File: src/rtl/spi_queue_writer.sv
`default_nettype none
// ============================================================================
// Module   : spi_queue_writer
// Purpose  : Drains the SPI write-request queue and the SPI data fifo. Each
//            request byte names a target device and a byte count. The block
//            fetches that many data bytes and shifts them out MSB first on a
//            mode-0 SPI bus under a single chip-select assertion. It then
//            reports success, or a data-underrun abort.
// Ports    :
//   clk                  system clock
//   rst                  asynchronous reset, active low
//   spi_en               allows new transactions to start
//   spiwr_queue_data_i   request byte: [7:6] device, [5:0] count-1
//   spiwr_queue_rd_en_o  request queue read strobe
//   spiwr_queue_empty_i  request queue empty flag
//   spi_data_i           data fifo output
//   spi_rd_en_o          data fifo read strobe
//   spi_fifo_empty_i     data fifo empty flag
//   sclk_o/mosi_o/miso_i SPI bus (mode 0, MSB first)
//   cs_n_o               active-low chip selects, one per device
//   rd_data_o            last complete byte captured from MISO
//   done_o               one-cycle end-of-transaction pulse
//   status_o             8'h00 success, 8'hE1 data underrun abort
//   busy_o               transaction in progress
// Revision : 1.0 - initial release
// ============================================================================
module spi_queue_writer #(
  parameter int CLK_DIV = 2,     // clk cycles per SCLK half-period, 1..255
  parameter int TIMEOUT = 1024   // wait cycles for a missing data byte, 1..65535
) (
  input  logic       clk,
  input  logic       rst,
  input  logic       spi_en,
  input  logic [7:0] spiwr_queue_data_i,
  output logic       spiwr_queue_rd_en_o,
  input  logic       spiwr_queue_empty_i,
  input  logic [7:0] spi_data_i,
  output logic       spi_rd_en_o,
  input  logic       spi_fifo_empty_i,
  output logic       sclk_o,
  output logic       mosi_o,
  input  logic       miso_i,
  output logic [3:0] cs_n_o,
  output logic [7:0] rd_data_o,
  output logic       done_o,
  output logic [7:0] status_o,
  output logic       busy_o
);

  localparam logic [7:0]  c_div_last   = 8'(CLK_DIV - 1);
  localparam logic [15:0] c_wait_last  = 16'(TIMEOUT - 1);
  localparam logic [7:0]  c_status_ok  = 8'h00;
  localparam logic [7:0]  c_status_udr = 8'hE1;

  typedef enum logic [3:0] {
    S_IDLE      = 4'd0,
    S_REQ_RD    = 4'd1,
    S_REQ_LATCH = 4'd2,
    S_DAT_RD    = 4'd3,
    S_DAT_LATCH = 4'd4,
    S_SHIFT_LO  = 4'd5,
    S_SHIFT_HI  = 4'd6,
    S_CS_HOLD   = 4'd7,
    S_GAP       = 4'd8,
    S_ABORT     = 4'd9
  } state_t;

  state_t     state_q, state_d;
  logic [7:0] div_q, div_d;        // clk cycles spent in the current timed phase
  logic [2:0] bit_q, bit_d;        // bit index within the current byte
  logic [6:0] bytes_q, bytes_d;    // bytes still to shift (1..64)
  logic [15:0] wait_q, wait_d;     // cycles spent waiting on an empty data fifo
  logic [1:0] dev_q, dev_d;
  logic [7:0] tx_q, tx_d;
  logic [7:0] rx_q, rx_d;
  logic [7:0] rd_data_q, rd_data_d;
  logic [3:0] cs_n_q, cs_n_d;
  logic [7:0] status_q, status_d;
  logic       sclk_q, sclk_d;

  logic       w_req_rd;
  logic       w_dat_rd;
  logic       w_done;
  logic       w_div_last;

  // --------------------------------------------------------------------------
  // State and datapath registers
  // --------------------------------------------------------------------------
  always_ff @(posedge clk or negedge rst) begin
    if (!rst) begin
      state_q   <= S_IDLE;
      div_q     <= '0;
      bit_q     <= '0;
      bytes_q   <= '0;
      wait_q    <= '0;
      dev_q     <= '0;
      tx_q      <= '0;
      rx_q      <= '0;
      rd_data_q <= '0;
      cs_n_q    <= 4'hF;
      status_q  <= c_status_ok;
      sclk_q    <= 1'b0;
    end else begin
      state_q   <= state_d;
      div_q     <= div_d;
      bit_q     <= bit_d;
      bytes_q   <= bytes_d;
      wait_q    <= wait_d;
      dev_q     <= dev_d;
      tx_q      <= tx_d;
      rx_q      <= rx_d;
      rd_data_q <= rd_data_d;
      cs_n_q    <= cs_n_d;
      status_q  <= status_d;
      sclk_q    <= sclk_d;
    end
  end

  // --------------------------------------------------------------------------
  // Next-state and strobe logic
  // --------------------------------------------------------------------------
  always_comb begin
    state_d   = state_q;
    div_d     = div_q;
    bit_d     = bit_q;
    bytes_d   = bytes_q;
    wait_d    = wait_q;
    dev_d     = dev_q;
    tx_d      = tx_q;
    rx_d      = rx_q;
    rd_data_d = rd_data_q;
    cs_n_d    = cs_n_q;
    status_d  = status_q;
    w_req_rd  = 1'b0;
    w_dat_rd  = 1'b0;
    w_done    = 1'b0;
    w_div_last = (div_q == c_div_last);

    case (state_q)
      S_IDLE: begin
        if (spi_en && !spiwr_queue_empty_i) begin
          w_req_rd = 1'b1;
          state_d  = S_REQ_RD;
        end
      end

      // Request byte becomes valid at the fifo output during this cycle.
      S_REQ_RD: state_d = S_REQ_LATCH;

      S_REQ_LATCH: begin
        dev_d   = spiwr_queue_data_i[7:6];
        bytes_d = {1'b0, spiwr_queue_data_i[5:0]} + 7'd1;
        wait_d  = '0;
        state_d = S_DAT_RD;
      end

      S_DAT_RD: begin
        if (!spi_fifo_empty_i) begin
          w_dat_rd = 1'b1;
          wait_d   = '0;
          state_d  = S_DAT_LATCH;
        end else if (wait_q == c_wait_last) begin
          // Underrun: release the device now; ABORT reports it.
          cs_n_d   = 4'hF;
          status_d = c_status_udr;
          state_d  = S_ABORT;
        end else begin
          wait_d = wait_q + 16'd1;
        end
      end

      // Chip select and MOSI bit 7 appear together on the next cycle, so the
      // first SCLK rise follows chip select by a full half-period.
      S_DAT_LATCH: begin
        tx_d    = spi_data_i;
        cs_n_d  = ~(4'b0001 << dev_q);
        div_d   = '0;
        bit_d   = '0;
        state_d = S_SHIFT_LO;
      end

      S_SHIFT_LO: begin
        if (w_div_last) begin
          div_d   = '0;
          state_d = S_SHIFT_HI;
        end else begin
          div_d = div_q + 8'd1;
        end
      end

      S_SHIFT_HI: begin
        // MISO is captured once, on the first high cycle.
        if (div_q == 8'd0) begin
          rx_d = {rx_q[6:0], miso_i};
        end
        if (w_div_last) begin
          div_d = '0;
          tx_d  = {tx_q[6:0], 1'b0};
          bit_d = bit_q + 3'd1;
          if (bit_q == 3'd7) begin
            // rx_d already holds the final bit even when CLK_DIV is 1.
            rd_data_d = rx_d;
            bytes_d   = bytes_q - 7'd1;
            state_d   = (bytes_q == 7'd1) ? S_CS_HOLD : S_DAT_RD;
          end else begin
            state_d = S_SHIFT_LO;
          end
        end else begin
          div_d = div_q + 8'd1;
        end
      end

      S_CS_HOLD: begin
        if (w_div_last) begin
          div_d    = '0;
          cs_n_d   = 4'hF;
          status_d = c_status_ok;
          state_d  = S_GAP;
        end else begin
          div_d = div_q + 8'd1;
        end
      end

      S_GAP: begin
        if (w_div_last) begin
          div_d   = '0;
          w_done  = 1'b1;
          state_d = S_IDLE;
        end else begin
          div_d = div_q + 8'd1;
        end
      end

      // Remaining bytes of the aborted request stay in the fifo.
      S_ABORT: begin
        w_done  = 1'b1;
        state_d = S_IDLE;
      end

      default: state_d = S_IDLE;
    endcase

    sclk_d = (state_d == S_SHIFT_HI);
  end

  // --------------------------------------------------------------------------
  // Outputs. The fifo strobes are gated by reset so that a held reset can
  // never pop a fifo, even though the IDLE decode is combinational.
  // --------------------------------------------------------------------------
  assign spiwr_queue_rd_en_o = w_req_rd & rst;
  assign spi_rd_en_o         = w_dat_rd & rst;
  assign sclk_o              = sclk_q;
  assign mosi_o              = tx_q[7];
  assign cs_n_o              = cs_n_q;
  assign rd_data_o           = rd_data_q;
  assign done_o              = w_done;
  assign status_o            = status_q;
  assign busy_o              = (state_q != S_IDLE);

endmodule
`default_nettype wire

File: config.mk
export PLATFORM = sky130hd
export DESIGN_NAME = spi_queue_writer
export DESIGN_NICKNAME = d
export VERILOG_FILES = /design/src/rtl/spi_queue_writer.sv
export SDC_FILE = /design/constraint.sdc
export NUM_CORES = 1
export LEC_CHECK = 0
export CAP_MARGIN = 30
export CELL_PAD_IN_SITES_DETAIL_PLACEMENT = 2
export CELL_PAD_IN_SITES_GLOBAL_PLACEMENT = 2
export CORE_MARGIN = 2
export CORE_UTILIZATION = 32
export DETAILED_ROUTE_END_ITERATION = 8
export PLACE_DENSITY = 0.75
export SLEW_MARGIN = 0
export SYNTH_ARGS = -nofsm -noshare
export SYNTH_HDL_FRONTEND = slang
export SYNTH_SLANG_ARGS = --single-unit
export TNS_END_PERCENT = 5
File: constraint.sdc
create_clock -name clk -period 1.8 [get_ports clk]
set_clock_uncertainty 0.15 [all_clocks]
set_input_delay 0.27 -clock clk [delete_from_list [all_inputs] [get_ports clk]]
set_output_delay 0.27 -clock clk [all_outputs]
set_load 0.005 [all_outputs]
==> flow_summary_export.csv, run 1 <==
group,metric,value,unit
status,status,"finished with violations",
status,violations,"negative setup slack",
cts,clk_latency,0.36,ns
drt,post-route-drc-count,0,
sta,fmax,0.467,GHz
pwr,power_frac_clock,19.1,%
setup_path,end_kind,"output port",
finish,drive_above_1_share,40.4,%
yosys,yosys.area_share.xor_xnor,0.843,%
sta,tightest_slew,0.664,ns
setup_path,cp.required,1.38,ns
worst_hold_path,hp-class,"in -> reg",
placed_design,routabilityCongestion,0.812,
sta,maxSlewViolCount,0,
finish,final_cells,764,
die,io_pins,48,
placed_design,portBuffers,43,
die,core,12700,sq um
drt,vias_per_cell,5.61,
grt,gr-usage-all-layers,26.3,%
yosys,synth_top_family_by_area,"simple AND/OR/NAND/NOR gates",
finish,num_antenna_cells,0,
yosys,synth_common_cells,"dfrtp_1 (66), nand2_1 (50), o21ai_0 (31), inv_1 (21), mux2i_1 (20)",
sta,worst_slack,-0.343,ns
setup_path,arrival,1.72,ns
pwr,switching_power,0.00406,W
setup_path,cp_slowest_cell,"dfrtp_1",
pwr,worst_ir_drop_vdd,665,uV
sta,post-route-period-util,119,%
die,die-height,118,microns
cts,cts.sinks,70,
cts,cts_tree,"built",
pwr,power.internal,0.00576,W
setup_path,critical_path_class,"reg -> out",
finish,post-route-cell-area,6370,sq um
pwr,netSwitchingFraction,41.4,%
yosys,synth_top_flop_cell,"dfrtp_1",
setup_path,start_kind,"flip-flop",
sta,slew_headroom,55.8,%
yosys,yosysUniqueCellTypes,73,
die,dieArea,13900,sq um
yosys,synth_top_area_share,39.8,%
yosys,synth_area,4150,sq um
yosys,yosys_warnings,0,
worst_hold_path,hold-path-cell-count,3,
grt,grt_pass1_vias,4907,
setup_path,crit_family,"simple AND/OR/NAND/NOR gates",
placed_design,placed_cell_area,5500,sq um
drt,drt_iter0_markers,295,
drt,firstDrtPassIters,4,
placed_design,dpl.cell_count,728,
grt,antenna_found_initial,0,
pwr,power_frac_seq,26.4,%
grt,grt_start_max_net_pins,46,
die,die_w,118,microns
drt,antenna_left,0,
finish,areaGrowthSynthToFinish,53.4,%
drt,wl_per_cell,24.2,microns
setup_path,slowest_delay,0.41,ns
grt,grt_pass1_wl,28.2,mm
yosys,muxShareOfSynthArea,7.53,%
setup_path,crit_cells,4,
pwr,total_leakage_power,2.76,nW
setup_path,reg2regPathDepth,6,
yosys,synthAdderAreaFrac,2.71,%
yosys,async_reset_ff_share,100,%
yosys,synth_seq_area_share,42.3,%
setup_path,cp_num_buf_inv,1,
sta,rsz0062_at_grt,"true",
drt,vias,4287,
cts,numCtsBuffers,9,
finish,final_net_count,618,
sta,fin_crit,2.14,ns
pwr,combPwrFrac,54.5,%
drt,wirelength,18.5,mm
cts,root_buffer,"clkbuf_16",
flow_run,maxCapViolCount,0,
yosys,synth.largest_area_cell,"dfrtp_1",
cts,cts-htree-levels,3,
sta,setup_viol_count_final,71,
setup_path,path_cells,"nor4_4 -> nand3_2 -> a2111oi_4 -> buf_2",
yosys,syn_avg_cell_area,9.55,sq um
cts,clock_path_buffers,2,
pwr,p_per_area,1540,nW/um^2
yosys,post-synth-top-count-cell,"dfrtp_1",
yosys,syn-instance-count,435,
yosys,synth_top_cells_by_area,"dfrtp_1 (40%), mux2i_1 (4.8%), nand2_1 (4.5%)",
yosys,synth-edff-count,0,
cts,clkSlewWorstSetupHoldPaths,0.07,ns
sta,hold_violations,0,
yosys,synth-compound-area-share,19.1,%
die,fp-row-count,41,
die,start_util,32.8,%
grt,overflow,0,
placed_design,dp_hpwl,11.2,mm
setup_path,path_max_fanout,2,
yosys,synth-simple-area-share,21.7,%
yosys,ys_seq_elements,70,
## path summary, 6_finish.rpt
kind	from	slack [ns]	end
setup / recovery	div_q[4]	-0.34	done_o
hold / removal	spiwr_queue_data_i[6]	0.31	dev_q[0]
setup reg to reg	div_q[6]	-0.31	state_q[1]
hold reg to reg	rd_data_o[6]	0.34	rd_data_o[6]
max in group asynchronous	rst	0.52	div_q[2]
min in group asynchronous	rst	0.37	wait_q[14]
## stage by stage
stage | utilization [%] | hold WS, ns | total power, W | setup TNS (ns) | setup slack, ns
2_1_floorplan | - | -0.176 | 0.00468 | -0.416 | -0.0503
3_3_place_gp | 43.4 | 0.213 | 0.00629 | -8.43 | -0.332
3_5_place_dp | 43.4 | 0.212 | 0.00661 | -13.01 | -0.363
4_1_cts | 48.9 | 0.303 | 0.00928 | -7.50 | -0.310
5_1_grt | 50.3 | 0.341 | 0.0103 | -14.32 | -0.422
6_report | 50.3 | 0.311 | 0.00982 | -11.02 | -0.343
## cell usage in the layout (no fill, tap or decap), types with 6 or more instances in the layout
cell / instances
clkdlybuf4s50_1: 34
o21ai_1: 16
o21ai_0: 9
inv_1: 18
buf_6: 27
a21oi_1: 17
a31oi_1: 10
o211ai_1: 7
nand3_1: 14
dfrtp_2: 6
nand2_1: 42
nand2_2: 7
mux2_2: 9
nor2_1: 7
dfrtp_1: 60
clkbuf_16: 9
or4_4: 6
buf_4: 94
and3_1: 6
ha_1: 7
nand4_1: 11
nor3_1: 9
mux2i_1: 20
## area by class of cell
cell class / count / area (sq um)
Clock inverter: 6 / 70.1
Clock buffer: 10 / 229
Fill cell: 1318 / 6300
Tap cell: 172 / 215
Sequential cell: 70 / 1760
Inverter: 21 / 78.8
Timing Repair Buffer: 168 / 1490
Multi-Input combinational cell: 317 / 2530
## registers in the layout (all words and copies together), names as in the netlist, 3 cells and up
signal	count
wait_q	16
bit_q	3
state_q	4
rd_data_o	8
bytes_q	7
tx_q	8
div_q	8
rx_q	8
cs_n_o	4
## cells by family (layout without fill, tap and decap cells)
logic type,Yosys count,in the layout
buffers and inverters,51,205
AND/OR/NAND/NOR,155,155
AO/OA/AOI/OAI,115,115
flip-flops,70,70
adder cells (fa/ha/maj),9,9
XOR/XNOR,4,4
other,1,4
multiplexers,30,30
## worst register-to-register path: cells and delay by family (launching register included)
kind                   cells  cell delay, ns
AOI/OAI and AO/OA          3            0.54
and+or+nand+nor            1            0.56
buffers and inverters      2            0.30
DFF                        1            0.43
## layer usage
layer  global-route usage (%)  wire, microns
met1                     31.0           7540
met2                     48.3           9960
met3                     4.65            632
met4                     7.83            388
met5                        0              0
## power groups by stage
stage	Clock (W)	Combinational [W]	Sequential, W
4_1_cts	0.00189	0.00484	0.00255
5_1_grt	0.00196	0.00570	0.00266
6_report	0.00187	0.00535	0.00260
2_1_floorplan	0	0.00225	0.00243
3_3_place_gp	0	0.00378	0.00251
3_5_place_dp	0	0.00404	0.00257
## timing repair
action	4_1_cts	5_1_grt
setup buffers	15	4
setup endpoints to repair	75	74
endpoints found under the hold margin	66	0
pin swaps	23	17
gates resized for setup	102	45
hold buffers	1	0
Power figures use the tool's default switching activity.
==> inputs of run 2 (changes only) <==
--- a/config.mk
+++ b/config.mk
@@ -11,6 +11,7 @@
 export CORE_MARGIN = 2
 export CORE_UTILIZATION = 32
 export DETAILED_ROUTE_END_ITERATION = 8
+export GPL_TIMING_DRIVEN = 0
 export PLACE_DENSITY = 0.75
 export SLEW_MARGIN = 0
 export SYNTH_ARGS = -nofsm -noshare
==> flow_summary_export.csv, run 2 (synthesis gave the netlist of run 1 again) <==
group,metric,value,unit
status,status,"finished with violations",
status,violations,"negative setup slack",
sta,hold_violations,0,
drt,vias_per_cell,5.62,
sta,fin_crit,2.17,ns
sta,fmax,0.460,GHz
setup_path,slowest_delay,0.41,ns
grt,grt_start_max_net_pins,51,
die,fp-row-count,41,
grt,grt.busiest_layer,"met2",
die,die_w,118,microns
placed_design,placed_cell_area,4870,sq um
finish,areaGrowthSynthToFinish,36.5,%
pwr,power_frac_clock,20.2,%
grt,overflow,0,
cts,cts-htree-levels,3,
setup_path,end_kind,"output port",
grt,antenna_found_initial,0,
pwr,worst_ir_drop_vdd,603,uV
setup_path,start_kind,"flip-flop",
finish,final_net_count,546,
placed_design,dpl.cell_count,653,
drt,wirelength,14.6,mm
setup_path,path_max_fanout,5,
flow_run,maxCapViolCount,0,
finish,drive_above_1_share,31.2,%
drt,post-route-drc-count,0,
cts,clk_latency,0.35,ns
grt,grt_pass1_vias,4382,
finish,num_antenna_cells,0,
cts,numCtsBuffers,9,
cts,cts_tree,"built",
grt,gr-usage-all-layers,21.5,%
sta,holdWs,0.203,ns
setup_path,crit_family,"buffers and inverters",
setup_path,cp_slowest_cell,"dfrtp_1",
sta,rsz0062_at_grt,"true",
finish,layout_common_cells,"dfrtp_1 (58), nand2_1 (46), buf_4 (33), clkdlybuf4s50_1 (30), o21ai_0 (22)",
finish,top_register,"wait_q",
pwr,combPwrFrac,49.1,%
die,dieArea,13900,sq um
grt,grt_use_met3,4.17,%
pwr,p_per_area,1480,nW/um^2
drt,drt_iter0_markers,131,
pwr,switching_power,0.00347,W
grt,met1_usage,27.2,%
sta,worst_slack,-0.375,ns
pwr,netSwitchingFraction,41.4,%
finish,post-route-cell-area,5670,sq um
die,io_pins,48,
drt,vias,3885,
setup_path,path_cells,"buf_2 -> buf_4 -> inv_1 -> a2111oi_4 -> buf_2",
sta,setup_viol_count_final,66,
pwr,power.internal,0.00491,W
cts,cts.sinks,70,
placed_design,dp_hpwl,9.63,mm
grt,grt_util_met2,37.0,%
worst_hold_path,hp-class,"in -> async",
setup_path,cp_num_buf_inv,4,
setup_path,critical_path_class,"reg -> out",
finish,final_cells,691,
die,core,12700,sq um
grt,grt_pass1_wl,24.0,mm
setup_path,arrival,1.75,ns
sta,post-route-period-util,121,%
die,start_util,32.8,%
sta,maxSlewViolCount,0,
drt,wl_per_cell,21.1,microns
cts,clock_path_buffers,2,
setup_path,cp.required,1.38,ns
sta,fin_tns_setup,-9.68,ns
placed_design,routabilityCongestion,0.810,
pwr,power_frac_seq,30.8,%
setup_path,crit_top_cell,"buf_2",
drt,firstDrtPassIters,4,
finish,largest_register_ffs,16,
finish,fillers,1336,
die,die-height,118,microns
cts,clkSlewWorstSetupHoldPaths,0.06,ns
drt,antenna_left,0,
cts,root_buffer,"clkbuf_16",
finish,mostFrequentLayoutCell,"dfrtp_1",
placed_design,portBuffers,42,
pwr,total_leakage_power,2.36,nW
## run 2: cell count changes in the layout (fill, tap and decap cells not counted), sizes merged
cell,change
buf,-77
clkbuf,+9
clkdlybuf4s50,-4
clkinvlp,+4
inv,-3
bufinv,-1
clkinv,-1
dlygate4sd3,-1
dlymetal6s4s,+1
## run 2: worst min-delay path, cell delays in order
cell            delay, ns
buf_4                0.09
dlymetal6s4s_1       0.44
buf_12               0.24
## run 2: per-stage QoR
stage	setup WS (ns)	total power, W	utilization, %
final	-0.375	0.00838	44.7
after global routing	-0.442	0.00893	44.7
after CTS	-0.388	0.00822	43.7
after detailed placement	-0.831	0.00583	38.5
after global placement	-2.89	0.00560	38.3
after floorplan	-0.0503	0.00468	-
## run 2: layout make-up
| type | count | area, sq um | area share (%) |
|---|---|---|---|
| Clock inverter | 5 | 36.3 | 0.640 |
| Buffer | 30 | 295 | 5.21 |
| Inverter | 21 | 82.6 | 1.46 |
| Clock buffer | 10 | 239 | 4.22 |
| Timing Repair Buffer | 66 | 619 | 10.9 |
| Multi-Input combinational cell | 317 | 2410 | 42.6 |
| Sequential cell | 70 | 1770 | 31.2 |
| Tap cell | 172 | 215 | 3.80 |
## run 2: path summary, 6_finish.rpt
kind / start / to / slack (ns) / cells after the start
max: state_q[0] / done_o / -0.37 / 5
min: rst / wait_q[13] / 0.20 / 3
max reg2reg: div_q[3] / state_q[1] / -0.32 / 4
min reg2reg: rd_data_o[6] / rd_data_o[6] / 0.33 / 2
max in group asynchronous: rst / cs_n_o[3] / 0.99 / 3
min in group clk: spi_fifo_empty_i / state_q[2] / 0.23 / 2
## run 2: layer usage
| layer | share of wire, % | up-vias |
|---|---|---|
| met1 | 44 | 2014 |
| met2 | 52 | 67 |
| met5 | 0 | - |
| met4 | 1.2 | 0 |
| li1 | - | 1790 |
| met3 | 2.7 | 14 |
## run 2: repair_timing
item	4_1_cts	5_1_grt
pin swaps	17	6
resized for setup	85	45
gates cloned	1	1
endpoints found under the setup margin	81	71
endpoints found under the hold margin	21	0
setup buffers	19	1
hold buffers	2	0
## run 2: power by group through the flow
stage	registers (W)	logic, W	clock network, W
6_report	0.00258	0.00411	0.00169
5_1_grt	0.00266	0.00446	0.00180
4_1_cts	0.00257	0.00391	0.00174
3_5_place_dp	0.00259	0.00325	0
3_3_place_gp	0.00253	0.00307	0
2_1_floorplan	0.00243	0.00225	0
